[config.mk]
export PLATFORM = sky130hd
export DESIGN_NAME = calc_sequencer
export DESIGN_NICKNAME = d
export VERILOG_FILES = /design/src/rtl/calc_sequencer.sv
export SDC_FILE = /design/constraint.sdc
export NUM_CORES = 1
export LEC_CHECK = 0
export CORE_MARGIN = 5
export CORE_UTILIZATION = 45
export DETAILED_ROUTE_END_ITERATION = 8
export PLACE_DENSITY_LB_ADDON = 0.12
export SYNTH_ARGS = -nofsm -noshare
export SYNTH_HDL_FRONTEND = slang
export SYNTH_SLANG_ARGS = --single-unit
[constraint.sdc]
create_clock -name Clock -period 4.62 [get_ports Clock]
set_input_delay 0.462 -clock Clock [delete_from_list [all_inputs] [get_ports Clock]]
set_output_delay 0.462 -clock Clock [all_outputs]
set_load 0.01 [all_outputs]
[src/rtl/calc_sequencer.sv]
// calc_sequencer: keypad-to-ALU sequencer for the calculator datapath.
// Builds multi-digit decimal operands from key presses, selects add/sub,
// handles memory save/recall and clear-entry, and strobes the ALU and
// memory blocks for one cycle whenever a value they consume changes.
// Optional build macro: CALC_OP_CHAIN_EN lets ADD/SUB after '=' reuse the
// ALU result as the next operand A.
module calc_sequencer #(
    parameter int WIDTH      = 8,
    parameter int MAX_DIGITS = 2
) (
    input  logic             Clock,
    input  logic             clearIn,
    input  logic             ready,
    input  logic [3:0]       tecla,
    input  logic [WIDTH-1:0] memoryIn,
    input  logic [WIDTH-1:0] result,
    output logic [WIDTH-1:0] memoryOut,
    output logic [WIDTH-1:0] numberA,
    output logic [WIDTH-1:0] numberB,
    output logic             operation,
    output logic             signedMemory,
    output logic             signedNumberA,
    output logic             signedNumberB,
    output logic             signedOperation,
    output logic             overflow,
    output logic             clearOut,
    output logic             readyOut,
    output logic [1:0]       estate
);

    typedef enum logic [1:0] {
        VALUE_A     = 2'b00,
        VALUE_B     = 2'b01,
        VALUE_IGUAL = 2'b10,
        VALUE_BAD   = 2'b11
    } state_t;

    localparam int             CW      = 3;
    localparam int             EW      = WIDTH + 4;
    localparam logic [CW-1:0]  MAX_CNT = CW'(MAX_DIGITS);
    localparam logic [EW-1:0]  MAX_VAL = {4'b0000, {WIDTH{1'b1}}};

    localparam logic [3:0] KEY_CE    = 4'hA;
    localparam logic [3:0] KEY_SUB   = 4'hB;
    localparam logic [3:0] KEY_ADD   = 4'hC;
    localparam logic [3:0] KEY_IGUAL = 4'hD;
    localparam logic [3:0] KEY_SAVE  = 4'hE;
    localparam logic [3:0] KEY_REC   = 4'hF;

    state_t           r_state, w_state;
    logic [WIDTH-1:0] r_a, w_a, r_b, w_b, r_mem, w_mem;
    logic [CW-1:0]    r_cnt_a, w_cnt_a, r_cnt_b, w_cnt_b;
    logic             r_op, w_op;
    logic             r_sa, w_sa, r_sb, w_sb, r_so, w_so, r_sm, w_sm;
    logic             r_ovf, w_ovf;
    logic             r_clear_out, r_ready_d, r_ready_d2;
    logic [3:0]       r_key;

    // Key is taken from registered ready/tecla so the action lands one
    // edge after the press is first seen; one action per rising edge.
    logic             w_accept;
    logic             w_is_digit;
    logic [WIDTH-1:0] w_cur;
    logic [CW-1:0]    w_cur_cnt;
    logic [EW-1:0]    w_cand;
    logic             w_digit_ok;

    assign w_accept   = r_ready_d & ~r_ready_d2;
    assign w_is_digit = (r_key <= 4'd9);
    assign w_cur      = (r_state == VALUE_B) ? r_b : r_a;
    assign w_cur_cnt  = (r_state == VALUE_B) ? r_cnt_b : r_cnt_a;
    // First digit replaces the operand; later digits shift it left in decimal.
    // The extra 4 bits keep value*10+d from wrapping before the range check.
    assign w_cand     = (w_cur_cnt == '0) ? EW'(r_key)
                                          : EW'(w_cur) * EW'(10) + EW'(r_key);
    assign w_digit_ok = (w_cur_cnt < MAX_CNT) && (w_cand <= MAX_VAL);

    // Next-state and next-output decode for one accepted key.
    always_comb begin
        // NOTE: every target gets a default first, so no path can leave a
        // value unassigned and infer a latch.
        w_state = r_state;
        w_a     = r_a;
        w_b     = r_b;
        w_mem   = r_mem;
        w_cnt_a = r_cnt_a;
        w_cnt_b = r_cnt_b;
        w_op    = r_op;
        w_sa    = 1'b0;
        w_sb    = 1'b0;
        w_so    = 1'b0;
        w_sm    = 1'b0;
        w_ovf   = 1'b0;
        if (r_state == VALUE_BAD) begin
            w_state = VALUE_A;
        end else if (w_accept) begin
            if (w_is_digit) begin
                if (r_state == VALUE_IGUAL) begin
                    w_a     = WIDTH'(r_key);
                    w_cnt_a = CW'(1);
                    w_b     = '0;
                    w_cnt_b = '0;
                    w_sa    = 1'b1;
                    w_sb    = 1'b1;
                    w_state = VALUE_A;
                end else if (!w_digit_ok) begin
                    w_ovf = 1'b1;
                end else if (r_state == VALUE_B) begin
                    w_b     = w_cand[WIDTH-1:0];
                    w_cnt_b = r_cnt_b + CW'(1);
                    w_sb    = 1'b1;
                end else begin
                    w_a     = w_cand[WIDTH-1:0];
                    w_cnt_a = r_cnt_a + CW'(1);
                    w_sa    = 1'b1;
                end
            end else begin
                case (r_key)
                    KEY_CE: begin
                        if (r_state == VALUE_A) begin
                            w_a = '0; w_cnt_a = '0; w_sa = 1'b1;
                        end else if (r_state == VALUE_B) begin
                            w_b = '0; w_cnt_b = '0; w_sb = 1'b1;
                        end
                    end
                    KEY_SAVE: begin
                        w_sm = 1'b1;
                        if (r_state == VALUE_A)      w_mem = r_a;
                        else if (r_state == VALUE_B) w_mem = r_b;
                        else                         w_mem = result;
                    end
                    KEY_REC: begin
                        if (r_state == VALUE_B) begin
                            w_b = memoryIn; w_cnt_b = MAX_CNT; w_sb = 1'b1;
                        end else begin
                            // Recalled value is locked against appended digits.
                            w_a = memoryIn; w_cnt_a = MAX_CNT; w_sa = 1'b1;
                            if (r_state == VALUE_IGUAL) begin
                                w_b = '0; w_cnt_b = '0; w_sb = 1'b1;
                                w_state = VALUE_A;
                            end
                        end
                    end
                    KEY_ADD, KEY_SUB: begin
                        if (r_state == VALUE_A) begin
                            w_op = (r_key == KEY_SUB); w_so = 1'b1;
                            w_b = '0; w_cnt_b = '0; w_sb = 1'b1;
                            w_state = VALUE_B;
                        end else if (r_state == VALUE_B) begin
                            w_op = (r_key == KEY_SUB); w_so = 1'b1;
                        end else begin
`ifdef CALC_OP_CHAIN_EN
                            w_a = result; w_cnt_a = MAX_CNT; w_sa = 1'b1;
                            w_op = (r_key == KEY_SUB); w_so = 1'b1;
                            w_b = '0; w_cnt_b = '0; w_sb = 1'b1;
                            w_state = VALUE_B;
`endif
                        end
                    end
                    KEY_IGUAL: begin
                        if (r_state == VALUE_B) w_state = VALUE_IGUAL;
                    end
                    default: ;
                endcase
            end
        end
    end

    // State, operand and strobe registers with synchronous reset.
    always_ff @(posedge Clock) begin
        // NOTE: sequential state uses non-blocking assignments so every
        // register samples pre-edge values regardless of statement order.
        r_clear_out <= clearIn;
        r_key       <= tecla;
        if (clearIn) begin
            r_state    <= VALUE_A;
            r_a        <= '0;
            r_b        <= '0;
            r_mem      <= '0;
            r_cnt_a    <= '0;
            r_cnt_b    <= '0;
            r_op       <= 1'b0;
            r_sa       <= 1'b0;
            r_sb       <= 1'b0;
            r_so       <= 1'b0;
            r_sm       <= 1'b0;
            r_ovf      <= 1'b0;
            r_ready_d  <= 1'b0;
            r_ready_d2 <= 1'b0;
        end else begin
            r_state    <= w_state;
            r_a        <= w_a;
            r_b        <= w_b;
            r_mem      <= w_mem;
            r_cnt_a    <= w_cnt_a;
            r_cnt_b    <= w_cnt_b;
            r_op       <= w_op;
            r_sa       <= w_sa;
            r_sb       <= w_sb;
            r_so       <= w_so;
            r_sm       <= w_sm;
            r_ovf      <= w_ovf;
            r_ready_d  <= ready;
            r_ready_d2 <= r_ready_d;
        end
    end

    assign memoryOut       = r_mem;
    assign numberA         = r_a;
    assign numberB         = r_b;
    assign operation       = r_op;
    assign signedMemory    = r_sm;
    assign signedNumberA   = r_sa;
    assign signedNumberB   = r_sb;
    assign signedOperation = r_so;
    assign overflow        = r_ovf;
    assign clearOut        = r_clear_out;
    assign readyOut        = r_ready_d;
    assign estate          = r_state;

endmodule

==> results.json, run 1 <==
{
  "rows": 29,
  "syn_inst": 339,
  "drtAntennaViolNets": 0,
  "ctsRootBufferMaster": "clkbuf_8",
  "fin_skew_ns": 0.00698,
  "synth-compound-area-share": 0.246,
  "r2r_slack_ns": 0.42,
  "gp_congestion": 0.895,
  "core_um2": 6310,
  "grt_pass1_wl_um": 13200,
  "synthArstFlopShare": 0,
  "cp.arrival_ns": 4.36,
  "clockBufferDepth": 2,
  "period_minus_slack_ns": 4.20,
  "clk_pin_slew_worst_paths_ns": 0.09,
  "die_x_um": 90.3,
  "cts_made_buffers": 5,
  "drive_above_1_share": 0.0803,
  "num_antenna_cells": 0,
  "synth_edf_count": 0,
  "synth_top_cell_area_share": 0.311,
  "setup_violations": 0,
  "nNetsFinal": 431,
  "r2r-end": "numberA[3]$_SDFFE_PP0P_",
  "report.final.slew_viol_count": 0,
  "switching_share": 0.297,
  "yosys.area_share.simple": 0.149,
  "drc": 0,
  "io_pins": 57,
  "p_comb_frac": 0.241,
  "ys_types": 51,
  "first_pass_iters": 5,
  "hold_viol": 0,
  "slowest_stage": "fa_1",
  "synth_adder_area_share": 0.100,
  "viasPerCell": 5.84,
  "synth_nets": 384,
  "worst-path-max-fanout": 10,
  "avgSynthCellArea_um2": 8.55,
  "cts_hold_buf": 0,
  "endpoint_kind": "flip-flop",
  "n_fill_cell": 594,
  "min_delay_path_depth": 1,
  "grt_max_degree": 41,
  "worstMarginPinSlew_ns": 1.11,
  "yosysWarnings": 0,
  "synth_common_cells": "dfxtp_1 (45), a21oi_1 (33), nor2_1 (26)",
  "seq_area_frac_synth": 0.311,
  "p_clk_frac": 0.312,
  "power_density_nw_per_um2": 262,
  "post_cts_resized": 0,
  "crit_path_start_kind": "flip-flop",
  "clock_sinks": 45,
  "vias": 2702,
  "r2r_cells": 14,
  "cap_violations": 0,
  "p_leak_nw": 1.33,
  "htreeDepth": 2,
  "pre_cts_ws_ns": 0.338,
  "rsz0062_at_grt": "false",
  "tns_ns": 0,
  "critPathMostFrequentCell": "inv_1",
  "ys.flop_type": "dfxtp_1",
  "first_global_vias": 2487,
  "yosys-top-cells-area": "dfxtp_1 (31%), ha_1 (8.6%), mux2i_1 (7.9%)",
  "antenna_found_initial": 0,
  "worstPathRequired_ns": 4.78,
  "synthXorXnorAreaFrac": 0.0272,
  "grt-ovfl-total": 0,
  "dpl.hpwl_um": 6050,
  "slowest_delay_ns": 0.47,
  "crit-reg2reg-launch": "estate[1]$_SDFFE_PP0P_",
  "yosysTopAreaCell": "dfxtp_1",
  "ys_ff_latch": 45,
  "synth_area_um2": 2900,
  "crit_type": "reg -> reg",
  "port_buffers": 56,
  "slew_headroom": 0.255,
  "fin_ws_ns": 0.423,
  "synth_most_common_cell": "dfxtp_1",
  "min_to": "r_ready_d2$_SDFF_PP0_",
  "hold_path_class": "reg -> reg",
  "fin_crit_sh": 0.908,
  "routedWlPerCell_um": 18.0,
  "synthMuxAreaShare": 0.116,
  "synth_top_family_by_area": "compound AO/OA/AOI/OAI gates",
  "die_area_um2": 8150,
  "syn2layout_area_growth_pct": 24.9,
  "crit_chain": "inv_1, ha_2, mux2i_1, xor2_1, ha_1, inv_1, fa_1, and3b_1, a32oi_1, or4_1, and2_1, o31a_1, nor2_2, a311oi_1",
  "p_int_w": 0.000667,
  "clkLatencyLatePin_ns": 0.30,
  "routed_wl_um": 8360,
  "initial_core_util": 0.459,
  "irDropWorstVdd_uv": 132,
  "cts_setup_buffers": 0,
  "grt_use_total": 0.198,
  "max_freq_mhz": 238,
  "die_height_um": 90.3,
  "switchingPower_w": 0.000281,
  "status": "finished clean",
  "drt_iter0_drc": 238,
  "cts_tree": "built",
  "hold_path.startpoint": "readyOut$_SDFF_PP0_",
  "total_power_w": 0.000949,
  "p_seq_frac": 0.447
}
==> metrics by stage <==
step	utilization	area, µm²	hold WS (ns)	cells
global placement	0.556	3510	0.467	456
floorplan	-	2900	0.457	339
finish	0.573	3620	0.488	463
global route	0.573	3620	0.522	463
detailed placement	0.556	3510	0.478	456
CTS	0.573	3620	0.493	463
==> worst max path at each step <==
stage,from,end,slack (ns),cells after the start
after floorplan,estate[0]$_SDFFE_PP0P_,r_cnt_b[0]$_SDFFE_PP0P_,0.25,13
after global placement,estate[0]$_SDFFE_PP0P_,numberA[3]$_SDFFE_PP0P_,0.51,13
after detailed placement,estate[1]$_SDFFE_PP0P_,numberA[3]$_SDFFE_PP0P_,0.34,14
after CTS,estate[1]$_SDFFE_PP0P_,numberA[3]$_SDFFE_PP0P_,0.29,14
after global routing,estate[0]$_SDFFE_PP0P_,numberA[3]$_SDFFE_PP0P_,0.10,13
final,estate[1]$_SDFFE_PP0P_,numberA[3]$_SDFFE_PP0P_,0.42,14
==> area by class of cell <==
| type | count | area [µm²] | share of cell area |
|---|---|---|---|
| clock buffers | 5 | 68.8 | 0.0190 |
| clock inverters | 2 | 35.0 | 0.00968 |
| inverters | 15 | 56.3 | 0.0156 |
| multi-input cells | 257 | 1860 | 0.513 |
| flip-flops and latches | 45 | 901 | 0.249 |
| well taps | 77 | 96.3 | 0.0266 |
| repair buffers | 62 | 606 | 0.167 |
==> metal layers <==
metal / track usage / up-vias / routed length, µm
li1: - / 1335 / -
met1: 0.274 / 1266 / 3880
met2: 0.320 / 95 / 3820
met3: 0.0433 / 6 / 590
met4: 0.0372 / 0 / 63
met5: 0 / - / 0
==> kinds of logic after synthesis <==
group | count (synthesis)
flip-flops | 45
adder cells (fa/ha/maj) | 22
XOR/XNOR | 9
AND/OR/NAND/NOR | 87
AO/OA/AOI/OAI | 107
buffers and inverters | 37
multiplexers | 32
==> power groups by stage <==
stage	clock network (W)	logic (W)	registers [W]
after CTS	0.000299	0.000227	0.000423
final	0.000296	0.000228	0.000424
after floorplan	0	0.000145	0.000428
after global placement	0	0.000223	0.000433
after global routing	0.000312	0.000250	0.000426
after detailed placement	0	0.000226	0.000432
==> registers in the layout, indices dropped and copies added (netlist names) <==
name,flops
clearOut,1
estate,2
memoryOut,8
numberA,8
numberB,8
operation,1
overflow,1
r_cnt_a,3
r_cnt_b,3
r_key,4
r_ready_d2,1
readyOut,1
signedMemory,1
signedNumberA,1
signedNumberB,1
signedOperation,1
==> critical path, delay by kind of cell (launching register included) <==
kind	cells	cell delay, ns
muxes	1	0.45
adders and majority gates	3	1.02
xor gates and xnor gates	1	0.21
buffers and inverters	2	0.17
and+or+nand+nor	4	1.28
AOI/OAI and AO/OA	3	0.57
DFF	1	0.36
==> cells in the final DEF (no fill, tap or decap), types with 7 or more instances in the layout <==
cell             count
a211oi_1            13
a21oi_1             33
a22oi_1             10
clkdlybuf4s50_1     56
dfxtp_1             45
ha_1                19
inv_1               15
mux2_2               8
mux2i_1             23
nand2_1             19
nor2_1              26
nor2b_1             10
nor3_1               7
o21ai_0             18
Power figures use the tool's default switching activity.
==> inputs of run 2 (changes only) <==
--- a/config.mk
+++ b/config.mk
@@ -9,6 +9,7 @@
 export CORE_UTILIZATION = 45
 export DETAILED_ROUTE_END_ITERATION = 8
 export PLACE_DENSITY_LB_ADDON = 0.12
+export SETUP_SLACK_MARGIN = 0.4
 export SYNTH_ARGS = -nofsm -noshare
 export SYNTH_HDL_FRONTEND = slang
 export SYNTH_SLANG_ARGS = --single-unit
==> run 2 against run 1 <==
Against the previous run: hold slack about the same; clock-buffer cell count did not move; critical path depth unchanged; die area unchanged; global-route usage up 0.097 points; maximum frequency is 5.3% higher; critical endpoint is now r_cnt_b[0]$_SDFFE_PP0P_; clock skew grew 0.00094 ns; first-iteration DRC count is 32% higher; routed wire length is 0.35% lower.
==> results.json, run 2 (same netlist as run 1, synthesis figures left out) <==
{
  "n_fill_cell": 573,
  "first_pass_iters": 5,
  "p_clk_frac": 0.307,
  "clk_pin_slew_worst_paths_ns": 0.09,
  "core_um2": 6310,
  "p_int_w": 0.000669,
  "multi_input_area_um2": 1900,
  "setup_violations": 0,
  "fin_crit_sh": 0.863,
  "dp_cells": 456,
  "wl_met2_um": 3740,
  "gp_congestion": 0.934,
  "irDropWorstVdd_uv": 178,
  "ctsRootBufferMaster": "clkbuf_8",
  "power_density_nw_per_um2": 258,
  "worstMarginPinSlew_ns": 1.11,
  "regArea_um2": 902,
  "cts_made_buffers": 5,
  "syn2layout_area_growth_pct": 26.5,
  "report.final.slew_viol_count": 0,
  "grt-ovfl-total": 0,
  "p_seq_frac": 0.450,
  "crit_path_start_kind": "flip-flop",
  "cts_hold_buf": 0,
  "switching_share": 0.294,
  "slowest_delay_ns": 0.49,
  "vias": 2737,
  "period_minus_slack_ns": 3.99,
  "routed_wl_um": 8330,
  "rows": 29,
  "endpoint_kind": "flip-flop",
  "tns_ns": 0,
  "die_area_um2": 8150,
  "hold_viol": 0,
  "drt_iter0_drc": 314,
  "cap_violations": 0,
  "grt_pass1_wl_um": 13300,
  "switchingPower_w": 0.000278,
  "num_antenna_cells": 0,
  "hold_path_class": "reg -> reg",
  "cts_tree": "built",
  "io_pins": 57,
  "p_comb_frac": 0.243,
  "slowest_stage": "or4_1",
  "clock_sinks": 45,
  "port_buffers": 56,
  "first_global_vias": 2532,
  "post-route-util": 0.581,
  "grt_use_total": 0.199,
  "max_freq_mhz": 251,
  "cp.arrival_ns": 4.22,
  "htreeDepth": 2,
  "drc": 0,
  "routedWlPerCell_um": 17.9,
  "crit_type": "reg -> reg",
  "status": "finished clean",
  "wl_met3_um": 598,
  "die_x_um": 90.3,
  "most-common-layout-cells": "clkdlybuf4s50_1 (56), dfxtp_1 (44), a21oi_1 (33), nor2_1 (26), mux2i_1 (21)",
  "fin_skew_ns": 0.00792,
  "initial_core_util": 0.459,
  "drive_above_1_share": 0.0930,
  "clockBufferDepth": 2,
  "viasPerCell": 5.90,
  "clkLatencyLatePin_ns": 0.30,
  "grt_max_degree": 29,
  "p_leak_nw": 1.34,
  "slew_headroom": 0.256,
  "dpl.hpwl_um": 6100,
  "final_common_cell": "clkdlybuf4s50_1",
  "stdcell_count": 464,
  "drtAntennaViolNets": 0,
  "finalHoldWorstSlack_ns": 0.488,
  "worstPathRequired_ns": 4.85,
  "nNetsFinal": 432,
  "antenna_found_initial": 0,
  "drt-met1-wl_um": 3840,
  "dr.max_layer_used": "met4",
  "crit_chain": "inv_2, ha_4, mux2_2, ha_1, ha_1, inv_1, fa_1, and3b_1, a32oi_1, or4_1, and2_1, o31a_1, or4_1, a21oi_1",
  "die_height_um": 90.3,
  "rsz0062_at_grt": "false",
  "worst-path-max-fanout": 7
}
run 2: stage by stage:
step	worst slack (ns)	instance area (µm²)	power (W)
2_1_floorplan	0.509	2900	0.000574
3_3_place_gp	0.508	3510	0.000657
3_5_place_dp	0.314	3510	0.000657
4_1_cts	0.430	3620	0.000944
5_1_grt	0.399	3670	0.000987
6_report	0.634	3670	0.000947
run 2: worst paths after layout:
| path | start | to | slack, ns | cells past startpoint |
|---|---|---|---|---|
| setup / recovery | estate[1]$_SDFFE_PP0P_ | r_cnt_b[0]$_SDFFE_PP0P_ | 0.63 | 14 |
| hold / removal | operation$_SDFFE_PP0P_ | operation$_SDFFE_PP0P_ | 0.49 | 2 |
| setup reg to reg | estate[1]$_SDFFE_PP0P_ | r_cnt_b[0]$_SDFFE_PP0P_ | 0.63 | 14 |
| hold reg to reg | operation$_SDFFE_PP0P_ | operation$_SDFFE_PP0P_ | 0.49 | 2 |
run 2: layout make-up:
class / instances / share of cell area
Clock buffer: 5 / 0.0188
Clock inverter: 2 / 0.00955
Inverter: 15 / 0.0153
Multi-Input combinational cell: 257 / 0.517
Sequential cell: 45 / 0.246
Tap cell: 77 / 0.0263
Timing Repair Buffer: 63 / 0.167
run 2: what timing repair did:
item,4_1_cts,5_1_grt
gates resized for setup,1,8
setup endpoints to repair,11,23
gates cloned,0,0
pin swaps,0,0
setup buffers,0,1
run 2: routing by layer:
metal  up-vias  GRT usage
li1       1337          -
met1      1267      0.281
met2       120      0.306
met3        13     0.0375
met4         0     0.0645
met5         -          0
run 2: power by group through the flow:
stage | combinational [W] | clock (W) | sequential, W
6_report | 0.000230 | 0.000291 | 0.000426
5_1_grt | 0.000252 | 0.000306 | 0.000429
4_1_cts | 0.000225 | 0.000295 | 0.000424
3_5_place_dp | 0.000224 | 0 | 0.000433
3_3_place_gp | 0.000223 | 0 | 0.000434
2_1_floorplan | 0.000146 | 0 | 0.000428
run 2: worst max-delay path, delay by kind of cell, from the launching register on:
kind / cells / cell delay [ns]
fa+ha+maj: 4 / 1.08
compound gates: 3 / 0.58
mux: 1 / 0.38
flops: 1 / 0.36
simple gates: 4 / 1.34
buf+inv: 2 / 0.18
==> inputs of run 3 (changes only) <==
--- a/config.mk
+++ b/config.mk
@@ -5,8 +5,11 @@
 export SDC_FILE = /design/constraint.sdc
 export NUM_CORES = 1
 export LEC_CHECK = 0
+export CELL_PAD_IN_SITES_DETAIL_PLACEMENT = 0
+export CELL_PAD_IN_SITES_GLOBAL_PLACEMENT = 1
+export CORE_ASPECT_RATIO = 2
 export CORE_MARGIN = 5
-export CORE_UTILIZATION = 45
+export CORE_UTILIZATION = 35
 export DETAILED_ROUTE_END_ITERATION = 8
 export PLACE_DENSITY_LB_ADDON = 0.12
 export SETUP_SLACK_MARGIN = 0.4
==> run 3 against run 2 <==
Against the previous run: power grew 9.1%; final cell count grew 5.6%; hold slack lost 0.0033 ns; routed wire length grew 19%.
==> results.json, run 3 (same netlist as run 1, synthesis figures left out) <==
{
  "status": "finished clean",
  "clock_sinks": 45,
  "dpl.hpwl_um": 7700,
  "max_freq_mhz": 247,
  "hold_path_class": "reg -> reg",
  "cts_hold_buf": 0,
  "p_leak_nw": 1.38,
  "report.final.slew_viol_count": 0,
  "antenna_found_initial": 0,
  "initial_core_util": 0.355,
  "fin_crit_sh": 0.877,
  "hold_viol": 0,
  "cts_tree": "built",
  "port_buffers": 56,
  "power_density_nw_per_um2": 274,
  "worstMarginPinSlew_ns": 1.20,
  "endpoint_kind": "flip-flop",
  "worstPathRequired_ns": 4.83,
  "drc": 0,
  "pre_cts_ws_ns": 0.221,
  "io_pins": 57,
  "rsz0062_at_grt": "true",
  "gp_congestion": 0.946,
  "grt_max_degree": 23,
  "nNetsFinal": 436,
  "die_area_um2": 10300,
  "drive_above_1_share": 0.0995,
  "critPathTopFamily": "simple AND/OR/NAND/NOR gates",
  "crit_path_start_kind": "flip-flop",
  "hold_path.startpoint": "operation$_SDFFE_PP0P_",
  "rows": 47,
  "syn2layout_area_growth_pct": 29.9,
  "viasPerCell": 5.59,
  "cap_violations": 0,
  "tns_ns": 0,
  "drt_iter0_drc": 207,
  "n_fill_cell": 832,
  "clk_pin_slew_worst_paths_ns": 0.07,
  "worst-path-max-fanout": 8,
  "crit_chain": "ha_4, mux2_2, ha_1, ha_1, inv_1, fa_1, and3b_1, a32oi_1, or4_1, and2_1, o31a_1, or4_1, a21oi_1",
  "fin_skew_ns": 0.00576,
  "first_global_vias": 2746,
  "clkLatencyLatePin_ns": 0.29,
  "cp.arrival_ns": 4.26,
  "cts_made_buffers": 5,
  "vias": 2739,
  "first_pass_iters": 4,
  "slowest_delay_ns": 0.49,
  "grt_pass1_wl_um": 15200,
  "crit-reg2reg-launch": "estate[0]$_SDFFE_PP0P_",
  "drtAntennaViolNets": 0,
  "die_x_um": 74.4,
  "final_common_cell": "clkdlybuf4s50_1",
  "regArea_um2": 901,
  "clockBufferDepth": 2,
  "grt_use_total": 0.197,
  "routedWlPerCell_um": 20.2,
  "num_antenna_cells": 0,
  "htreeDepth": 2,
  "irDropWorstVdd_uv": 174,
  "routed_wl_um": 9880,
  "grt-ovfl-total": 0,
  "period_minus_slack_ns": 4.05,
  "slew_headroom": 0.191,
  "most-common-layout-cells": "clkdlybuf4s50_1 (56), dfxtp_1 (45), a21oi_1 (33), nor2_1 (26), mux2i_1 (21)",
  "core_um2": 8170,
  "fin_ws_ns": 0.566,
  "die_height_um": 139,
  "slowest_stage": "or4_1",
  "multi_input_area_um2": 1880,
  "setup_violations": 0,
  "cp-startpoint": "estate[0]$_SDFFE_PP0P_",
  "crit_type": "reg -> reg",
  "ctsRootBufferMaster": "clkbuf_16",
  "crit_buf_inv": 1
}
-- run 3: timing repair --
| action | 4_1_cts | 5_1_grt |
|---|---|---|
| resized for setup | 2 | 3 |
| setup buffers | 0 | 3 |
| pin swaps | 0 | 1 |
| endpoints found under the setup margin | 21 | 20 |
-- run 3: worst reg2reg max path, delay by kind of cell, from the launching register on --
family          cells  cell delay, ns
simple gates        4            1.34
fa+ha+maj           4            1.12
buf+inv             1            0.07
compound gates      3            0.56
mux                 1            0.40
flops               1            0.47
-- run 3: metrics by stage --
| stage | util | instances | cell area, µm² | total power, W | hold slack (ns) |
|---|---|---|---|---|---|
| CTS | 0.455 | 487 | 3720 | 0.00104 | 0.491 |
| global route | 0.461 | 490 | 3760 | 0.00108 | 0.521 |
| floorplan | - | 339 | 2900 | 0.000574 | 0.457 |
| finish | 0.461 | 490 | 3760 | 0.00103 | 0.485 |
| detailed placement | 0.436 | 479 | 3570 | 0.000674 | 0.484 |
| global placement | 0.436 | 479 | 3570 | 0.000675 | 0.473 |
-- run 3: final timing paths --
check,end,slack (ns),cells after the start
worst min-delay path,operation$_SDFFE_PP0P_,0.49,2
worst max register to register,r_cnt_b[0]$_SDFFE_PP0P_,0.57,13
worst max-delay path,r_cnt_b[0]$_SDFFE_PP0P_,0.57,13
worst min register to register,operation$_SDFFE_PP0P_,0.49,2
-- run 3: cell type report --
cell class	instances	share of cell area
Clock buffer	5	0.0332
Clock inverter	3	0.00565
Inverter	15	0.0150
Multi-Input combinational cell	257	0.500
Sequential cell	45	0.239
Tap cell	98	0.0326
Timing Repair Buffer	67	0.174
-- run 3: power breakdown --
| group | internal [W] | total, W | switching (W) |
|---|---|---|---|
| clock network | 0.000202 | 0.000366 | 0.000164 |
| logic | 0.000112 | 0.000241 | 0.000130 |
| registers | 0.000404 | 0.000426 | 0.0000227 |
-- run 3: metal layers --
metal	GRT usage	routed length, µm	up-vias
met3	0.0341	468	26
met4	0.0919	417	0
met1	0.206	3590	1280
met2	0.361	5410	90
met5	0	0	-
li1	-	-	1343
